## config.mk

```make
export PLATFORM = sky130hd
export DESIGN_NAME = mips_run_monitor
export DESIGN_NICKNAME = d
export VERILOG_FILES = /design/src/rtl/mips_run_monitor.sv
export SDC_FILE = /design/constraint.sdc
export NUM_CORES = 1
export LEC_CHECK = 0
export BUFFER_PORTS_ARGS = -buffer_cell sky130_fd_sc_hd__buf_2
export CAP_MARGIN = 20
export CORE_MARGIN = 2
export CORE_UTILIZATION = 42
export CTS_BUF_LIST = sky130_fd_sc_hd__clkbuf_8 sky130_fd_sc_hd__clkbuf_16
export DETAILED_ROUTE_END_ITERATION = 6
export PLACE_DENSITY_LB_ADDON = 0.3
export SYNTH_ARGS = -nofsm -noshare
export SYNTH_HDL_FRONTEND = slang
export SYNTH_SLANG_ARGS = --single-unit
```

## constraint.sdc

```tcl
create_clock -name clk -period 4.2 [get_ports clk]
set_input_delay 0.63 -clock clk [delete_from_list [all_inputs] [get_ports clk]]
set_output_delay 0.63 -clock clk [all_outputs]
set_load 0.01 [all_outputs]
```

## src/rtl/mips_run_monitor.sv

```systemverilog
// Run-control and self-check monitor for the MIPS pipeline: sequences CPU reset,
// counts run cycles and watches the data-memory port for a pass/fail signature.
module mips_run_monitor #(
  parameter int unsigned      RESET_CYCLES = 1,
  parameter int unsigned      MAX_CYCLES   = 50,
  parameter int unsigned      ADDR_W       = 32,
  parameter int unsigned      DATA_W       = 32,
  parameter int unsigned      CNT_W        = 16,
  parameter longint unsigned  SIG_ADDR     = 84,
  parameter longint unsigned  SIG_DATA     = 7,
  parameter bit               HALT_ON_DONE = 1'b1
) (
  input  logic              clk,
  input  logic              res,
  input  logic              memwrite,
  input  logic [ADDR_W-1:0] dataadr,
  input  logic [DATA_W-1:0] writedata,
  output logic              cpu_res,
  output logic              running,
  output logic              done,
  output logic              pass,
  output logic              fail,
  output logic              timeout,
  output logic [CNT_W-1:0]  cycle_count,
  output logic [CNT_W-1:0]  write_count,
  output logic [ADDR_W-1:0] last_adr,
  output logic [DATA_W-1:0] last_data
);

  typedef enum logic [2:0] {
    S_HOLD,
    S_RUN,
    S_PASS,
    S_FAIL,
    S_TIMEOUT
  } state_t;

  localparam logic [ADDR_W-1:0] SIG_ADR_T  = ADDR_W'(SIG_ADDR);
  localparam logic [DATA_W-1:0] SIG_DAT_T  = DATA_W'(SIG_DATA);
  localparam logic [7:0]        HOLD_LAST  = 8'(RESET_CYCLES - 1);
  localparam logic [CNT_W-1:0]  CYCLE_LAST = CNT_W'(MAX_CYCLES - 1);

  state_t     state;
  state_t     next_state;
  logic [7:0] hold_cnt;
  logic       sig_write;
  logic       next_terminal;

  assign sig_write = memwrite && (dataadr == SIG_ADR_T);

  always_ff @(posedge clk or posedge res) begin
    if (res) state <= S_HOLD;
    else     state <= next_state;
  end

  // Signature write is checked before the cycle budget so it wins on the last cycle.
  always_comb begin
    next_state = state;
    case (state)
      S_HOLD: if (hold_cnt == HOLD_LAST) next_state = S_RUN;
      S_RUN: begin
        if (sig_write) next_state = (writedata == SIG_DAT_T) ? S_PASS : S_FAIL;
        else if (cycle_count == CYCLE_LAST) next_state = S_TIMEOUT;
      end
      default: next_state = state;
    endcase
  end

  always_comb begin
    running = 1'b0;
    done    = 1'b0;
    pass    = 1'b0;
    fail    = 1'b0;
    timeout = 1'b0;
    case (state)
      S_RUN:     running = 1'b1;
      S_PASS:    begin done = 1'b1; pass    = 1'b1; end
      S_FAIL:    begin done = 1'b1; fail    = 1'b1; end
      S_TIMEOUT: begin done = 1'b1; timeout = 1'b1; end
      default:   ;
    endcase
  end

  assign next_terminal = (next_state == S_PASS) || (next_state == S_FAIL) ||
                         (next_state == S_TIMEOUT);

  always_ff @(posedge clk or posedge res) begin
    if (res) begin
      cpu_res     <= 1'b1;
      hold_cnt    <= '0;
      cycle_count <= '0;
      write_count <= '0;
      last_adr    <= '0;
      last_data   <= '0;
    end else begin
      cpu_res <= (next_state == S_HOLD) || (next_terminal && HALT_ON_DONE);
      if (state == S_HOLD) hold_cnt <= hold_cnt + 8'd1;
      if (state == S_RUN) begin
        if (cycle_count != '1) cycle_count <= cycle_count + 1'b1;
        if (memwrite) begin
          last_adr  <= dataadr;
          last_data <= writedata;
          if (!sig_write && write_count != '1) write_count <= write_count + 1'b1;
        end
      end
    end
  end

endmodule

```

**After elaboration in Yosys (flattened, before gate mapping)**

Cells that the tools add are included.

- $add $sub $neg: 3
- $mul: 0
- Div/mod/pow operators: 0
- $lt $le $gt $ge: 0
- Eq/ne operators: 12
- Shifts and indexed selects: 0
- Mux-type cells: 10
- Bitwise gates (word level): 0
- Reductions and logical operators: 13

Operator list:

| operator | count |
|---|---|
| adder 16 x 1 -> 16 bit, second input constant | 2 |
| equality test 32 x 3 -> 1 bit, second input constant | 1 |
| equality test 32 x 7 -> 1 bit, second input constant | 1 |
| inequality test 16 bit, second input constant | 2 |
| equality test 16 x 6 -> 1 bit, second input constant | 1 |
| equality test 3 x 2 -> 1 bit, second input constant | 4 |
| 2-to-1 mux 3 bit | 3 |
| adder 8 x 1 -> 8 bit, second input constant | 1 |
| zero test 8 bit | 1 |
| equality test 3 bit, second input constant | 2 |
| zero test 3 bit | 2 |
| 2-to-1 mux 1 bit | 6 |
| one-hot mux 3 bit (2 select lines) | 1 |
| AND reduction 2 bit | 2 |
| equality test 3 x 1 -> 1 bit, second input constant | 1 |
| logical OR 1 bit | 3 |
| AND reduction 3 bit | 1 |
| OR reduction 3 bit | 1 |
| logical AND 1 bit | 2 |
| zero test 1 bit | 1 |

- Bits in registers: 108
- Bits in latches: 0
- RAM bits: 0
- Memory bits (read-only): 0
- Word-level logic and storage cells: 45
- Memories: 0

**Longest topological paths before layout**

- Word-level depth: 8
- Mapped depth: 9

**Worst setup path after synthesis**

OpenSTA, ideal clock, no wires.

- Path kind: input to register
- Start point: input dataadr[8]
- End point: register write_count[1]
- Setup time: 128 ps
- Arrival time: 1,990 ps
- Setup slack: 2,083 ps
- Cell stages on the path: 6
- Path buffers: 1
- Path through: nor4b_1 nand4_1 or3_1 clkbuf_1 nand2_2 mux2_1

- Cells in the longest elaborated chain, start to end: 5

Ends and longest elaborated chain:

| what | line | RTL |
|---|---|---|
| from (decl) | 16 | `input logic [ADDR_W-1:0] dataadr,` |
| equality test 32 x 7 -> 1 bit | 49 | `assign sig_write = memwrite && (dataadr == SIG_ADR_T);` |
| logical AND 1 bit | 49 |  |
| zero test 1 bit | 103 | `if (!sig_write && write_count != '1) write_count <= write_count + 1'b1;` |
| logical AND 1 bit | 103 |  |
| AND reduction 3 bit (no line) | - |  |
| to (signal assigned) | 103 |  |
| to (decl) | 25 | `output logic [CNT_W-1:0] write_count,` |

Every way passes these cells.
A chain may end at the register's enable or synchronous reset.

==> flow_summary.yaml <==
synthesis:
  synth_compound_area_share_pct: 2.124
  synthCells: 498
  synthXorXnorAreaFrac_pct: 6.504
  yosys.area_share.simple_pct: 29.47
  synth_ff_type: "dfrtp_1"
  synth-seq-cells: 108
  synthAdderAreaFrac_pct: 1.327
  synth_mux_area_share_pct: 0.6902
  synth-async-reset-ratio_pct: 100.0
  syn_area_sq_um: 4713
  synth_fp_nets: 570
  avgSynthCellArea_sq_um: 9.464
  ys_types: 44
  synth_edf_count: 0
  synth_top_family_by_area: "simple AND/OR/NAND/NOR gates"
  ys_warn_count: 0
  yosysSeqAreaShare_pct: 57.37
floorplanning:
  initial_core_util_pct: 43.29
  die-height_microns: 109.9
  coreArea_sq_um: 10890
  dieArea_sq_um: 12090
  fp.dieW_microns: 109.9
  io_pins: 169
  rows: 38
global_routing:
  grt_first_pass_wirelength_microns: 17910
  grt_pass1_vias: 3712
  antenna_found_initial: 0
  gr-total-overflow: 0
  grt_start_max_net_pins: 65
  gr-usage-all-layers_pct: 19.17
timing:
  worst_pin_slew_ps: 740.1
  final-hold-violation-count: 0
  fmax_mhz: 435.2
  setup_viol: 0
  rsz0062_at_grt: "no"
  period_share_pct: 54.71
  post-route-worst-setup-slack_ps: 1902
  fin_skew_ps: 13.33
  slew_violations: 0
  period_minus_slack_ps: 2298
  setup_tns_ps: 0
  relSlewSlack_pct: 50.28
place:
  hpwlAfterDp_microns: 8261
  pre_cts_slack_ps: 1609
  gp_congestion: 0.8621
  port_buffers: 168
clock_network:
  root_buffer: "clkbuf_8"
  cts_tree: "yes"
  ctsHoldBuffers: 0
  clock_sinks: 108
  post_cts_resized: 0
  clk_pin_slew_worst_paths_ps: 110
  cts_max_level: 3
  insertion_delay_ps: 380
  clockBufferDepth: 2
  cts_setup_buffers: 0
  cts_buffers: 9
routing:
  vias_per_cell: 5.057
  wl_microns: 11400
  vias: 4086
  drc: 0
  post_drt_wl_per_cell_microns: 14.11
  first_iter_violations: 262
  drtPass1Iterations: 5
  antenna_left: 0
setup_path:
  crit_type: "reg2out"
  cp-start-kind: "register"
  critPathMaxFanout: 8
  endpoint_kind: "primary output"
  worstPathArrival_ps: 1670
  critPathRequiredTime_ps: 3570
worst_hold_path:
  min_path_type: "in2async"
pwr:
  vdd_drop_max_v: 0.0001713
  power_density_nw_per_um2: 388.7
  power_uw: 2288
  power_leakage_uw: 0.003135
final_layout:
  antenna_cells: 0
  final_core_util_pct: 54.07
  multi_input_area_sq_um: 1892
  drive_gt1_share_pct: 29.79
  fillerInstances: 1027
  layout.nets: 735
  syn2layout_area_growth_pct: 24.90
  ff_latch_area_sq_um: 2704
outcome:
  status: "complete, no violations"
job:
  cap_violations: 0
==> cell usage in the layout (no fill, tap or decap), types with 3 or more instances in the layout <==
cell type  count
nor4_1        14
and3_1         7
inv_1         10
xnor2_1       30
buf_2        168
clkinv_4       3
dfrtp_1      107
nor2_1        11
a31oi_1        3
xor2_1         5
nor3_1         7
clkbuf_8      10
nand3_1       19
a21oi_1        3
nand4_1       22
nor4b_1        4
and4_1         3
ha_1           5
nand2_1      202
==> path summary, 6_finish.rpt <==
| check | from | end | slack, ps | depth (start not counted) |
|---|---|---|---|---|
| worst max-delay path | register | done | 1900 | 4 |
| min in group clk | writedata[25] | last_data[25] | 450 | 3 |
| worst min register to register | last_data[5] | last_data[5] | 470 | 2 |
| worst min-delay path | res | last_data[29] | 330 | 2 |
| worst max register to register | write_count[0] | write_count[1] | 2110 | 6 |
| max in group asynchronous | res | write_count[7] | 3100 | 3 |
==> layer usage <==
metal	up-vias	GRT usage, %	part of all wire (%)
met5	-	0	0
met4	0	9.042	2.4
met3	21	5.631	8.3
met2	164	27.91	45
met1	1933	26.21	44
li1	1968	-	-
==> per-stage QoR <==
step           cells  cell area, sq um  hold slack, ps
3_5_place_dp     791              5688           456.7
5_1_grt          808              5887           387.3
2_1_floorplan    498              4713           446.5
4_1_cts          807              5867           362.4
3_3_place_gp     791              5688           453.8
6_report         808              5887           330.7
==> kinds of logic (layout without fill, tap and decap cells) <==
group / count (synthesis) / after routing
AND/OR/NAND/NOR: 304 / 304
flip-flops: 108 / 108
XOR/XNOR: 35 / 35
buffers and inverters: 28 / 198
AO/OA/AOI/OAI: 15 / 15
adder cells (fa/ha/maj): 5 / 5
multiplexers: 3 / 3
==> sequential cells by signal, summed over array words and instances (netlist names), named ones only <==
register     cells
cpu_res          1
last_data       32
state            1
last_adr        32
cycle_count     16
hold_cnt         8
write_count     16
==> synthesized netlist by cell type (2+ instances only) <==
cell	number	area share, %
a21oi_1	3	0.32
xor2_1	5	0.93
ha_1	5	1.3
o21ai_0	2	0.21
inv_1	10	0.80
clkbuf_1	10	0.80
nand2_1	202	16
nand3_1	19	2.0
and4_1	3	0.56
nand4_1	22	2.9
nand2_2	2	0.27
nor2_1	11	0.88
nor4_1	14	1.9
xnor2_1	30	5.6
a31oi_1	3	0.40
dfrtp_1	107	57
a21o_1	2	0.32
and2_1	2	0.27
or3_1	2	0.27
nor3_1	7	0.74
buf_1	5	0.40
and3_1	7	0.93
nor4b_1	4	0.74
==> worst max-delay path, cell delays in order, from the launching register on <==
cell and delay [ps]:
dfrtp_1 500, inv_1 100, nor3_1 420, a21o_1 150
buf_2 130
==> power by group <==
part | leakage, uW | switching [uW] | internal [uW] | total, uW
registers | 0.00136 | 91.3 | 1150 | 1240
clock network | 0.0000897 | 357 | 231 | 588
logic | 0.00169 | 268 | 188 | 456
total | 0.00314 | 717 | 1570 | 2290
==> cell type report <==
cell class | instances | area share [%]
clock inverters | 6 | 0.7014
repair buffers | 171 | 15.09
flip-flops and latches | 108 | 45.93
well taps | 140 | 2.976
inverters | 11 | 0.8289
multi-input cells | 362 | 32.14
clock buffers | 10 | 2.338
(Power assumes the default switching activity.)
